[config.mk]
export PLATFORM = sky130hd
export DESIGN_NAME = fpu_arbiter
export DESIGN_NICKNAME = d
export VERILOG_FILES = /design/src/rtl/fpu_arbiter_pkg.sv /design/src/rtl/fpu_arbiter_rr_arbiter.sv /design/src/rtl/fpu_arbiter.sv
export SDC_FILE = /design/constraint.sdc
export NUM_CORES = 1
export LEC_CHECK = 0
export CAP_MARGIN = 10
export CORE_AREA = 2 2 195 197
export CTS_CLUSTER_DIAMETER = 100
export DETAILED_ROUTE_END_ITERATION = 12
export DIE_AREA = 0 0 197 199
export PLACE_DENSITY = 0.74
export SETUP_SLACK_MARGIN = 0.1
export SLEW_MARGIN = 20
export SYNTH_ARGS = -nofsm -noshare
export SYNTH_HDL_FRONTEND = slang
export SYNTH_SLANG_ARGS = --single-unit
[constraint.sdc]
create_clock -name Clk_CI -period 3.4 [get_ports Clk_CI]
set_input_delay 0.34 -clock Clk_CI [delete_from_list [all_inputs] [get_ports Clk_CI]]
set_output_delay 0.34 -clock Clk_CI [all_outputs]
set_load 0.01 [all_outputs]
[src/rtl/fpu_arbiter_pkg.sv]
// Shared FPU widths and opcode encoding used by the
// multi-requester FPU arbiter and its clients.
package fpu_arbiter_pkg;

   localparam int unsigned C_OP   = 32;
   localparam int unsigned C_CMD  = 4;
   localparam int unsigned C_RM   = 3;
   localparam int unsigned C_TAG  = 5;
   localparam int unsigned C_FLAG = 9;

   typedef enum logic [C_CMD-1:0] {
      FPU_ADD  = 4'd0,
      FPU_SUB  = 4'd1,
      FPU_MUL  = 4'd2,
      FPU_DIV  = 4'd3,
      FPU_SQRT = 4'd4
   } fpu_cmd_e;

endpackage

[src/rtl/fpu_arbiter_rr_arbiter.sv]
// Round-robin pick among request lines, searching from
// the slot after the previous winner.
module rr_arbiter #(
   parameter int unsigned NUM_REQ = 4,
   parameter int unsigned C_ID    = 2
) (
   input  logic [NUM_REQ-1:0] req_SI,
   input  logic [C_ID-1:0]    last_grant_DI,
   output logic [NUM_REQ-1:0] gnt_SO,
   output logic [C_ID-1:0]    gnt_id_DO,
   output logic               any_gnt_SO
);

   logic [C_ID-1:0] idx;

   always_comb begin
      gnt_SO     = '0;
      gnt_id_DO  = '0;
      any_gnt_SO = 1'b0;
      idx        = '0;
      for (int k = 1; k <= int'(NUM_REQ); k++) begin
         idx = C_ID'((int'(last_grant_DI) + k) % int'(NUM_REQ));
         if (!any_gnt_SO && req_SI[idx]) begin
            any_gnt_SO  = 1'b1;
            gnt_SO[idx] = 1'b1;
            gnt_id_DO   = idx;
         end
      end
   end

endmodule

[src/rtl/fpu_arbiter.sv]
// Shares one always-ready FPU among NUM_REQ requesters,
// one op in flight per requester, buffered responses.
module fpu_arbiter
   import fpu_arbiter_pkg::*;
#(
   parameter  int unsigned NUM_REQ = 4,
   localparam int unsigned C_ID    = $clog2(NUM_REQ),
   localparam int unsigned C_FTAG  = C_TAG + C_ID
) (
   input  logic                      Clk_CI,
   input  logic                      Rst_RI,
   input  logic [NUM_REQ-1:0]        req_valid_SI,
   output logic [NUM_REQ-1:0]        req_ready_SO,
   input  logic [NUM_REQ*C_OP-1:0]   req_arga_DI,
   input  logic [NUM_REQ*C_OP-1:0]   req_argb_DI,
   input  logic [NUM_REQ*C_CMD-1:0]  req_op_DI,
   input  logic [NUM_REQ*C_RM-1:0]   req_rm_DI,
   input  logic [NUM_REQ*C_TAG-1:0]  req_tag_DI,
   output logic [NUM_REQ-1:0]        resp_valid_SO,
   input  logic [NUM_REQ-1:0]        resp_ready_SI,
   output logic [C_OP-1:0]           resp_result_DO,
   output logic [C_FLAG-1:0]         resp_flags_DO,
   output logic [C_TAG-1:0]          resp_tag_DO,
   output logic                      fpu_valid_SO,
   output logic [C_OP-1:0]           fpu_arga_DO,
   output logic [C_OP-1:0]           fpu_argb_DO,
   output logic [C_CMD-1:0]          fpu_op_DO,
   output logic [C_RM-1:0]           fpu_rm_DO,
   output logic [C_FTAG-1:0]         fpu_tag_DO,
   input  logic                      fpu_rvalid_SI,
   input  logic [C_OP-1:0]           fpu_result_DI,
   input  logic [C_FLAG-1:0]         fpu_flags_DI,
   input  logic [C_FTAG-1:0]         fpu_rtag_DI,
   output logic                      drop_err_SO
);

   logic [NUM_REQ-1:0] busy_q, full_q, elig, gnt;
   logic [NUM_REQ-1:0] rsp_hit, wr, acc, sel;
   logic [C_ID-1:0]    last_q, gnt_id, rsp_id;
   logic               any_gnt;

   logic [C_OP-1:0]    g_arga, g_argb;
   logic [C_CMD-1:0]   g_op;
   logic [C_RM-1:0]    g_rm;
   logic [C_TAG-1:0]   g_tag;

   logic [C_OP-1:0]    res_q [NUM_REQ];
   logic [C_FLAG-1:0]  flg_q [NUM_REQ];
   logic [C_TAG-1:0]   tag_q [NUM_REQ];

   assign elig = req_valid_SI & ~busy_q;

   rr_arbiter #(
      .NUM_REQ (NUM_REQ),
      .C_ID    (C_ID)
   ) i_rr (
      .req_SI        (elig),
      .last_grant_DI (last_q),
      .gnt_SO        (gnt),
      .gnt_id_DO     (gnt_id),
      .any_gnt_SO    (any_gnt)
   );

   assign req_ready_SO = gnt & {NUM_REQ{~Rst_RI}};

   always_comb begin
      g_arga = '0;
      g_argb = '0;
      g_op   = '0;
      g_rm   = '0;
      g_tag  = '0;
      for (int i = 0; i < int'(NUM_REQ); i++) begin
         if (gnt[i]) begin
            g_arga = req_arga_DI[i*C_OP +: C_OP];
            g_argb = req_argb_DI[i*C_OP +: C_OP];
            g_op   = req_op_DI[i*C_CMD +: C_CMD];
            g_rm   = req_rm_DI[i*C_RM +: C_RM];
            g_tag  = req_tag_DI[i*C_TAG +: C_TAG];
         end
      end
   end

   // ids beyond NUM_REQ never match a slot and fall out as drops
   assign rsp_id = fpu_rtag_DI[C_FTAG-1:C_TAG];

   always_comb begin
      rsp_hit = '0;
      sel     = '0;
      for (int i = 0; i < int'(NUM_REQ); i++) begin
         rsp_hit[i] = fpu_rvalid_SI && (rsp_id == C_ID'(i));
         if (full_q[i] && sel == '0) sel[i] = 1'b1;
      end
   end

   assign wr            = rsp_hit & busy_q & ~full_q;
   assign resp_valid_SO = sel & {NUM_REQ{~Rst_RI}};
   assign acc           = resp_valid_SO & resp_ready_SI;

   always_comb begin
      resp_result_DO = '0;
      resp_flags_DO  = '0;
      resp_tag_DO    = '0;
      for (int i = 0; i < int'(NUM_REQ); i++) begin
         if (sel[i]) begin
            resp_result_DO = res_q[i];
            resp_flags_DO  = flg_q[i];
            resp_tag_DO    = tag_q[i];
         end
      end
   end

   always_ff @(posedge Clk_CI) begin
      if (Rst_RI) begin
         busy_q       <= '0;
         full_q       <= '0;
         last_q       <= C_ID'(NUM_REQ - 1);
         fpu_valid_SO <= 1'b0;
         fpu_arga_DO  <= '0;
         fpu_argb_DO  <= '0;
         fpu_op_DO    <= '0;
         fpu_rm_DO    <= '0;
         fpu_tag_DO   <= '0;
         drop_err_SO  <= 1'b0;
         for (int i = 0; i < int'(NUM_REQ); i++) begin
            res_q[i] <= '0;
            flg_q[i] <= '0;
            tag_q[i] <= '0;
         end
      end else begin
         fpu_valid_SO <= any_gnt;
         if (any_gnt) begin
            last_q      <= gnt_id;
            fpu_arga_DO <= g_arga;
            fpu_argb_DO <= g_argb;
            fpu_op_DO   <= g_op;
            fpu_rm_DO   <= g_rm;
            fpu_tag_DO  <= {gnt_id, g_tag};
         end
         busy_q <= (busy_q | gnt) & ~acc;
         full_q <= (full_q | wr) & ~acc;
         for (int i = 0; i < int'(NUM_REQ); i++) begin
            if (wr[i]) begin
               res_q[i] <= fpu_result_DI;
               flg_q[i] <= fpu_flags_DI;
               tag_q[i] <= fpu_rtag_DI[C_TAG-1:0];
            end
         end
         if (fpu_rvalid_SI && wr == '0) drop_err_SO <= 1'b1;
      end
   end

endmodule

==> impl_results.md, run 1 <==
- Crit end category: flop
- Synth top area share: 37.53%
- Fill count: 3141
- Seq pwr share: 27.8%
- Warnings from Yosys: 0
- Wirelength, routed: 58.99 mm
- RSZ-0062 raised after global routing: no
- Layout cells sized above 1: 9.519%
- CTS Buffer Depth: 3
- Async S/R FF share, synth: 0%
- GPL Wtd Cong: 0.9257
- Place WS: -0.1940 ns
- Critical path type: flop to flop
- Die Width: 197 um
- Ranking of synthesized cells by area: edfxtp_1, dfxtp_1, and2_1
- Max Slew Vio Count: 0
- CP arrival: 3.60 ns
- Initial antenna violation count: 14
- Post-CTS Hold Buffers: 0
- Hold Path Depth: 2
- Setup TNS: 0 ns
- Critical Path RT: 3.82 ns
- Number of endpoints failing setup at the final stage: 0
- Sink Count: 274
- Crit path from: last_q[1]
- WL/cell: 23.62 um
- Clock power share: 21.0%
- Startpoint class of the critical path: flop
- Reg2reg start: last_q[1]
- Std-Cell Rows: 71
- Sw frac: 39.40%
- Starting density of the core: 39.65%
- Commonest non-fill, non-tap cell in the layout: clkdlybuf4s50_1
- Syn Nets: 1921
- Register area share after synthesis: 49.77%
- Post-DP HPWL: 39.88 mm
- Net switching power: 6.221 mW
- Die area: 0.03920 mm^2
- Io pins: 497
- Maximum vdd drop: 516.9 uV
- Top cell type by total area after synthesis: edfxtp_1
- Total congestion overflow: 0
- Vias in the first global route: 13950
- Worst hold path type: input port to flop
- R2r endpoint: fpu_argb_DO[1]
- Register area: 0.007335 mm^2
- Pre-Repair DR Iteration Count: 5
- Leak: 8.022 nW
- Worst slew pin tran: 0.8161 ns
- Final worst slack: 0.2191 ns
- Max_cap viols: 0
- Fin crit share: 93.56%
- First-pass GRT wire length: 85.97 mm
- Area growth syn-to-layout: 47.88%
- Post-Syn Area: 0.01472 mm^2
- Min Clock Period, post-route: 3.181 ns
- CORE AREA: 0.03713 mm^2
- DR vias: 14410
- Pwr/cell area: 725.2 mW/mm^2
- Most frequent cells in the layout: clkdlybuf4s50_1, and2_1, edfxtp_1
- PortBufs: 496
- DIE HEIGHT: 199 um
- Root Buffer: clkbuf_16
- Post-synth EDFFs: 184
- Mapped Avg Cell Area: 9.498 um^2
- Mapped Cells: 1550
- Max Fclk: 314.4 MHz
- CTS Buf Count: 30
- WHS Endpoint: busy_q[0]
- Iteration-0 DRC Markers: 1040
- # DRC: 0
- Synth Register Bits: 274
- Total internal power: 9.567 mW
- CTS tree: built
- DR vias/cell: 5.770
- Combinational power share: 51.1%
- R2r setup slk: 0.22 ns
- Top_reg_cell synth: edfxtp_1
- Hold path start: resp_ready_SI[0]
- Clk Latency, worst-skew pair: 0.56 ns
- Nets: 2367
- Slew headroom: 45.59%
- Clk_skew: 0.01130 ns
- R2R cell count: 12
- Multi-input logic area: 0.006794 mm^2
- Largest net degree at the start of global routing: 86
- Final hold vios: 0
- H-Tree Depth: 1
- Critical path fanouts, max: 49
- Yosys cell types: 51
- Reg clk slew, reported paths: 0.06 ns
- ANT nets after route: 0
- Outcome: completed
- GRT Overall Usage: 28.44%
## critical path, stage by stage, from the launching register on
cell and delay (ns):
dfxtp_2 0.32, inv_1 0.10, ha_4 0.21, or4b_4 0.52
o31ai_4 0.11, buf_4 0.19, nor3_4 0.05, a221oi_4 0.25
buf_4 0.19, buf_12 0.24, a31oi_1 0.12, a2111oi_0 0.60
nor3_1 0.12
## power groups by stage
stage	registers, mW	logic, mW	clock network [mW]
3_5_place_dp	4.45	7.55	0
4_1_cts	4.39	7.69	3.36
3_3_place_gp	4.43	7.52	0
6_report	4.39	8.07	3.32
2_1_floorplan	4.52	4.05	0
5_1_grt	4.44	8.68	3.47
## routing by layer
metal	share of wire (%)	GRT usage (%)
met3	10	8.223
met4	3.5	10.28
met1	39	36.53
met2	47	45.71
met5	0.12	0
## kinds of logic (layout without fill, tap and decap cells)
| group | Yosys count | count (layout) | share of synthesized area, % |
|---|---|---|---|
| AOI/OAI and AO/OA | 462 | 462 | 23.11 |
| adders and majority gates | 8 | 8 | 0.6800 |
| buffers and inverters | 236 | 703 | 6.255 |
| DFF | 274 | 274 | 49.77 |
| muxes | 1 | 1 | 0.1530 |
| other | 0 | 7 | 0 |
| and+or+nand+nor | 569 | 569 | 20.03 |
## final cells by class
class	count	area share [%]
flip-flops and latches	274	33.69
multi-input cells	1040	31.21
repair buffers	564	26.29
clock buffers	36	3.649
well taps	474	2.724
inverters	86	1.483
clock inverters	17	0.8736
diodes	7	0.08046
## through the flow
| stage | instance area, um^2 | hold WS (ns) | power, mW | cells | util [%] |
|---|---|---|---|---|---|
| after floorplan | 14720 | 0.4356 | 8.573 | 1550 | - |
| after global placement | 20510 | 0.4478 | 11.95 | 2432 | 55.25 |
| after detailed placement | 20510 | 0.4637 | 12.01 | 2432 | 55.25 |
| after CTS | 21580 | 0.3411 | 15.44 | 2489 | 58.12 |
| after global routing | 21770 | 0.3602 | 16.59 | 2496 | 58.62 |
| final | 21770 | 0.3623 | 15.79 | 2498 | 58.63 |
## worst max path at each step
stage                           end  depth (start not counted)
finish               fpu_argb_DO[1]                         12
global route        req_ready_SO[1]                         10
CTS                 req_ready_SO[3]                         11
detailed placement  req_ready_SO[0]                          8
global placement    fpu_arga_DO[17]                          9
floorplan           req_ready_SO[1]                         11
## synthesized netlist by cell type, types with 20 or more instances
cell and count:
nor2_1 173, a221o_1 20, nor3_1 155, edfxtp_1 184, a31oi_1 76, a22oi_1 57, clkbuf_1 125, o21ai_0 106
a2111oi_0 58, dfxtp_1 90, and2_1 185, a21boi_0 70, inv_1 85
## sequential cells by signal (all words and copies together), names as in the netlist
| signal | cells |
|---|---|
| busy_q | 4 |
| drop_err_SO | 1 |
| flg_q | 36 |
| fpu_arga_DO | 32 |
| fpu_argb_DO | 32 |
| fpu_op_DO | 4 |
| fpu_rm_DO | 3 |
| fpu_tag_DO | 7 |
| fpu_valid_SO | 1 |
| full_q | 4 |
| last_q | 2 |
| res_q | 128 |
| tag_q | 20 |
## timing repair
action / CTS / global route
setup endpoints to repair: 9 / 83
resized for setup: 23 / 50
pin swaps: 3 / 4
setup buffers: 4 / 1
(Power assumes the default switching activity.)
==> inputs of run 2 (changes only) <==
--- a/config.mk
+++ b/config.mk
@@ -10,8 +10,9 @@
 export CTS_CLUSTER_DIAMETER = 100
 export DETAILED_ROUTE_END_ITERATION = 12
 export DIE_AREA = 0 0 197 199
-export PLACE_DENSITY = 0.74
+export PLACE_DENSITY = 0.71
 export SETUP_SLACK_MARGIN = 0.1
+export SKIP_CTS_REPAIR_TIMING = 1
 export SLEW_MARGIN = 20
 export SYNTH_ARGS = -nofsm -noshare
 export SYNTH_HDL_FRONTEND = slang
==> run 2 against run 1 <==
Against the previous run:
- combinational power grew 1%
- hold slack lost 0.078 ns
- final area grew 0.76%
- register-to-register slack lost 0.02 ns
- non-clock buffer count grew 25
- critical path type is now flop to output pin
- sequential power is essentially flat
- clock power grew 2%
==> impl_results.md, run 2 (synthesized netlist as in run 1, its figures left out) <==
- Pre-Repair DR Iteration Count: 5
- Post-route insts no fill: 2535
- Total congestion overflow: 0
- Sink Count: 274
- Commonest non-fill, non-tap cell in the layout: clkdlybuf4s50_1
- Clk Latency, worst-skew pair: 0.57 ns
- CTS Buf Count: 31
- Maximum vdd drop: 496.4 uV
- Max incr delay on CP: 0.53 ns
- GPL Wtd Cong: 1.001
- Worst hold path type: input port to flop
- Std-Cell Rows: 71
- Io pins: 497
- Largest register FFs: 128
- CTS Buffer Depth: 3
- Vias in the first global route: 14120
- Post-DP HPWL: 40.87 mm
- Layout cells sized above 1: 9.838%
- Max Fclk: 307.6 MHz
- Outcome: completed
- RSZ-0062 raised after global routing: yes
- First-pass GRT wire length: 87.90 mm
- Slew headroom: 32.47%
- CP arrival: 2.91 ns
- Starting density of the core: 39.65%
- Min Hold Slack: 0.2846 ns
- Critical path's slowest cell: or4b_4
- Reg clk slew, reported paths: 0.06 ns
- DR vias/cell: 5.695
- Largest regs: res_q (128), flg_q (36)
- CORE AREA: 0.03713 mm^2
- ANT nets after route: 0
- GRT Overall Usage: 29.27%
- CTS tree: built
- Fin crit share: 95.63%
- DR vias: 14440
- Nets: 2393
- Leak: 8.161 nW
- Worst slew pin tran: 1.008 ns
- Max Slew Vio Count: 0
- Pwr Total: 15.92 mW
- CP cell instances: inv_1 > ha_4 > or4b_4 > o31ai_4 > buf_6 > nor4_2 > a2111oi_4 > clkbuf_16 > a21oi_1 > buf_2
- Initial antenna violation count: 23
- Final hold vios: 0
- Die Width: 197 um
- Critical path fanouts, max: 5
- Critical path type: flop to output pin
- Pwr/cell area: 725.5 mW/mm^2
- H-Tree Depth: 1
- Number of endpoints failing setup at the final stage: 0
- PortBufs: 496
- # DRC: 0
- Placed cell count: 2448
- Setup TNS: 0 ns
- WL/cell: 23.78 um
- Biggest register: res_q
- Max_cap viols: 0
- Area growth syn-to-layout: 49.01%
- Critical Path RT: 3.06 ns
- Largest net degree at the start of global routing: 83
- Die area: 0.03920 mm^2
- Root Buffer: clkbuf_16
- Clk_skew: 0.01848 ns
- Iteration-0 DRC Markers: 937
- Most frequent cells in the layout: clkdlybuf4s50_1, and2_1, edfxtp_1
- Crit end category: output pin
- Min Clock Period, post-route: 3.251 ns
- Wirelength, routed: 60.28 mm
- Startpoint class of the critical path: flop
- DIE HEIGHT: 199 um
-- run 2: changes by cell type in the layout (fill, tap and decap cells not counted), moves of 2 or more --
cell       before  now
buf_12         19   22
diode_2         7   18
clkbuf_16      31   34
buf_4          47   69
buf_6           3    1
clkinv_1        6    4
a2111oi_1       9    5
a2111oi_2      31   19
a2111oi_0      36   52
-- run 2: metrics by stage --
stage               cell area, um^2  util (%)  setup slack [ns]
finish                        21940     59.08            0.1486
global route                  21930     59.05           0.01796
CTS                           21660     58.34           -0.3640
detailed placement            20660     55.65           -0.1118
global placement              20660     55.65           0.01027
floorplan                     14720         -            0.2545
-- run 2: cell type report --
type,instances,area [um^2]
multi-input combinational,1040,6664
sequential,274,7331
timing repair buffer,589,5982
antenna,18,45.04
inverter,86,322.8
tap,474,593.1
fill,3130,15200
clock inverter,18,205.2
clock buffer,36,794.5
-- run 2: final timing paths --
| path | slack [ns] | from | end | cells past startpoint |
|---|---|---|---|---|
| setup reg to reg | 0.20 | last_q[1] | fpu_argb_DO[11] | 13 |
| hold reg to reg | 0.47 | fpu_tag_DO[6] | fpu_tag_DO[6] | 2 |
| setup / recovery | 0.15 | last_q[1] | req_ready_SO[0] | 10 |
| hold / removal | 0.28 | Rst_RI | drop_err_SO | 2 |
-- run 2: routing by layer --
| metal | routed length [um] | global-route usage [%] | share of wire [%] | vias up |
|---|---|---|---|---|
| met1 | 23490 | 37.53 | 39 | 6899 |
| li1 | - | - | - | 6682 |
| met2 | 28330 | 46.50 | 47 | 714 |
| met5 | 38 | 0 | 0.063 | - |
| met3 | 5855 | 7.850 | 9.7 | 135 |
| met4 | 2568 | 13.00 | 4.3 | 6 |
-- run 2: critical path, delay by kind of cell, from the launching register on --
kind / cells / cell delay [ns]
fa+ha+maj: 1 / 0.22
flops: 1 / 0.33
buf+inv: 4 / 0.65
compound gates: 3 / 0.56
simple gates: 2 / 0.58
-- run 2: report_power, final --
group	internal [mW]	switching, mW
combinational	3.68	4.50
clock	1.97	1.40
sequential	4.09	0.278
total	9.74	6.18
==> inputs of run 3 (changes only) <==
--- a/config.mk
+++ b/config.mk
@@ -12,7 +12,7 @@
 export DIE_AREA = 0 0 197 199
 export PLACE_DENSITY = 0.71
 export SETUP_SLACK_MARGIN = 0.1
-export SKIP_CTS_REPAIR_TIMING = 1
+export SKIP_LAST_GASP = 1
 export SLEW_MARGIN = 20
 export SYNTH_ARGS = -nofsm -noshare
 export SYNTH_HDL_FRONTEND = slang
==> run 3 against run 2 <==
Against the previous run:
- final cell count decreased by 0.28%
- non-clock buffer count decreased by 5
- worst setup slack improved by 0.050 ns
- final area increased by 0.46%
- flip-flop and latch count unchanged
- first-iteration DRC count increased by 5.3%
- register-to-register slack improved by 0.02 ns
- sequential share of layout area decreased by 0.15 points
- routed wire length increased by 0.77%
- core utilization increased by 0.27 points
- power increased by 2.7%
- largest cell class unchanged
- largest power group unchanged
==> impl_results.md, run 3 (synthesized netlist as in run 1, its figures left out) <==
- Outcome: completed
- Grt peak-use layer: met2
- Nets: 2388
- Starting density of the core: 39.65%
- Critical path's slowest cell: dfxtp_1
- Largest register FFs: 128
- Pwr/cell area: 741.5 mW/mm^2
- R2r setup slk: 0.22 ns
- RSZ-0062 raised after global routing: yes
- Worst Path Buf+Inv: 4
- Crit path to: req_ready_SO[2]
- Fin util: 59.35%
- DR vias: 14480
- Maximum vdd drop: 498.9 uV
- Reg2reg start: last_q[1]
- # DRC: 0
- Slew headroom: 31.26%
- Post-DP HPWL: 40.87 mm
- Setup TNS: 0 ns
- PortBufs: 496
- DIE HEIGHT: 199 um
- Critical path fanouts, max: 7
- Number of endpoints failing setup at the final stage: 0
- Critical Path RT: 3.06 ns
- Vias in the first global route: 14220
- Max Fclk: 312.4 MHz
- Met1 usage: 38.01%
- Clk Latency, worst-skew pair: 0.58 ns
- Critical path type: flop to output pin
- First-pass GRT wire length: 88.73 mm
- GRT Overall Usage: 29.57%
- Leak: 8.164 nW
- CP arrival: 2.86 ns
- CP cell instances: inv_1 > ha_4 > buf_4 > nor4bb_1 > a22oi_1 > nand3_2 > and2_1 > a221oi_4 > buf_12 > nor2_1 > buf_2
- Reg clk slew, reported paths: 0.06 ns
- Startpoint class of the critical path: flop
- Biggest register: res_q
- CORE AREA: 0.03713 mm^2
- Max incr delay on CP: 0.33 ns
- Die Width: 197 um
- CTS Buf Count: 31
- ANT nets after route: 0
- Wirelength, routed: 60.74 mm
- Crit-path leading delay family: simple AND/OR/NAND/NOR gates
- Post-route insts no fill: 2528
- Sink Count: 274
- Io pins: 497
- Initial antenna violation count: 22
- Worst slew pin tran: 1.026 ns
- M3 GR Usage: 7.375%
- Worst hold path type: input port to flop
- Largest net degree at the start of global routing: 83
- Layout cells sized above 1: 10.55%
- Most frequent cells in the layout: clkdlybuf4s50_1, and2_1, edfxtp_1
- Placed cell area: 0.02066 mm^2
- Clk_skew: 0.01689 ns
- DR vias/cell: 5.729
- H-Tree Depth: 1
- Commonest non-fill, non-tap cell in the layout: clkdlybuf4s50_1
- Area growth syn-to-layout: 49.69%
- Total congestion overflow: 0
- CTS Buffer Depth: 3
- Min Clock Period, post-route: 3.201 ns
- Fill count: 3114
- Fin crit share: 94.16%
- Largest regs: res_q (128), flg_q (36)
- CTS tree: built
- Max Slew Vio Count: 0
- Crit path from: last_q[1]
- Std-Cell Rows: 71
- Crit end category: output pin
- Die area: 0.03920 mm^2
- Pre-Repair DR Iteration Count: 5
- Final hold vios: 0
- Worst path depth: 11
- R2R cell count: 13
- Post-CTS Hold Buffers: 0
- WL/cell: 24.03 um
- Met2 Use GR: 47.22%
- GPL Wtd Cong: 1.001
- Max_cap viols: 0
- Iteration-0 DRC Markers: 987
- Root Buffer: clkbuf_16
- Design area: 0.02204 mm^2
- R2r endpoint: fpu_argb_DO[6]
- Placed cell count: 2448
run 3: cell types whose count changed in the layout (fill, tap and decap cells not counted), moves of 2 or more:
cell / before / now
a2111oi_2: 19 / 38
clkbuf_16: 34 / 32
diode_2: 18 / 16
buf_12: 22 / 24
buf_4: 69 / 62
a2111oi_0: 52 / 23
a2111oi_1: 5 / 15
run 3: through the flow:
step	power, mW	setup slack [ns]	hold WS [ns]
floorplan	8.573	0.2545	0.4356
global placement	12.06	0.01027	0.4492
detailed placement	12.12	-0.1118	0.4624
CTS	15.82	0.1043	0.2532
global route	17.14	0.04594	0.2874
finish	16.34	0.1987	0.2714
run 3: area by class of cell:
type                       instances  area (um^2)  share of cell area [%]
sequential                       274         7331                   33.27
multi-input combinational       1040         6792                   30.82
timing repair buffer             584         5959                   27.04
clock buffer                      36        794.5                   3.605
tap                              474        593.1                   2.691
inverter                          86        322.8                   1.465
clock inverter                    18        205.2                  0.9311
antenna                           16        40.04                  0.1817
run 3: layer usage:
| metal | up-vias | wire length [um] |
|---|---|---|
| met5 | - | 56 |
| li1 | 6675 | - |
| met2 | 690 | 28710 |
| met4 | 8 | 2477 |
| met3 | 141 | 5633 |
| met1 | 6970 | 23870 |
run 3: worst min path at each step:
stage,start,endpoint,slack (ns),cells after the start
6_report,Rst_RI,drop_err_SO,0.27,2
5_1_grt,Rst_RI,drop_err_SO,0.29,2
4_1_cts,Rst_RI,drop_err_SO,0.25,2
3_5_place_dp,fpu_tag_DO[6],fpu_tag_DO[6],0.46,2
3_3_place_gp,fpu_tag_DO[6],fpu_tag_DO[6],0.45,2
2_1_floorplan,resp_ready_SI[2],busy_q[2],0.44,1
run 3: repair_timing:
| action | in CTS | in global routing |
|---|---|---|
| setup buffers | 6 | 1 |
| pin swaps | 7 | 11 |
| gates cloned | 1 | 1 |
| gates resized for setup | 27 | 52 |
| setup endpoints to repair | 5 | 87 |
run 3: report_power, final:
group / internal (mW) / total (mW) / switching, mW
clock network: 1.97 / 3.37 / 1.40
registers: 4.09 / 4.37 / 0.282
logic: 3.89 / 8.60 / 4.70
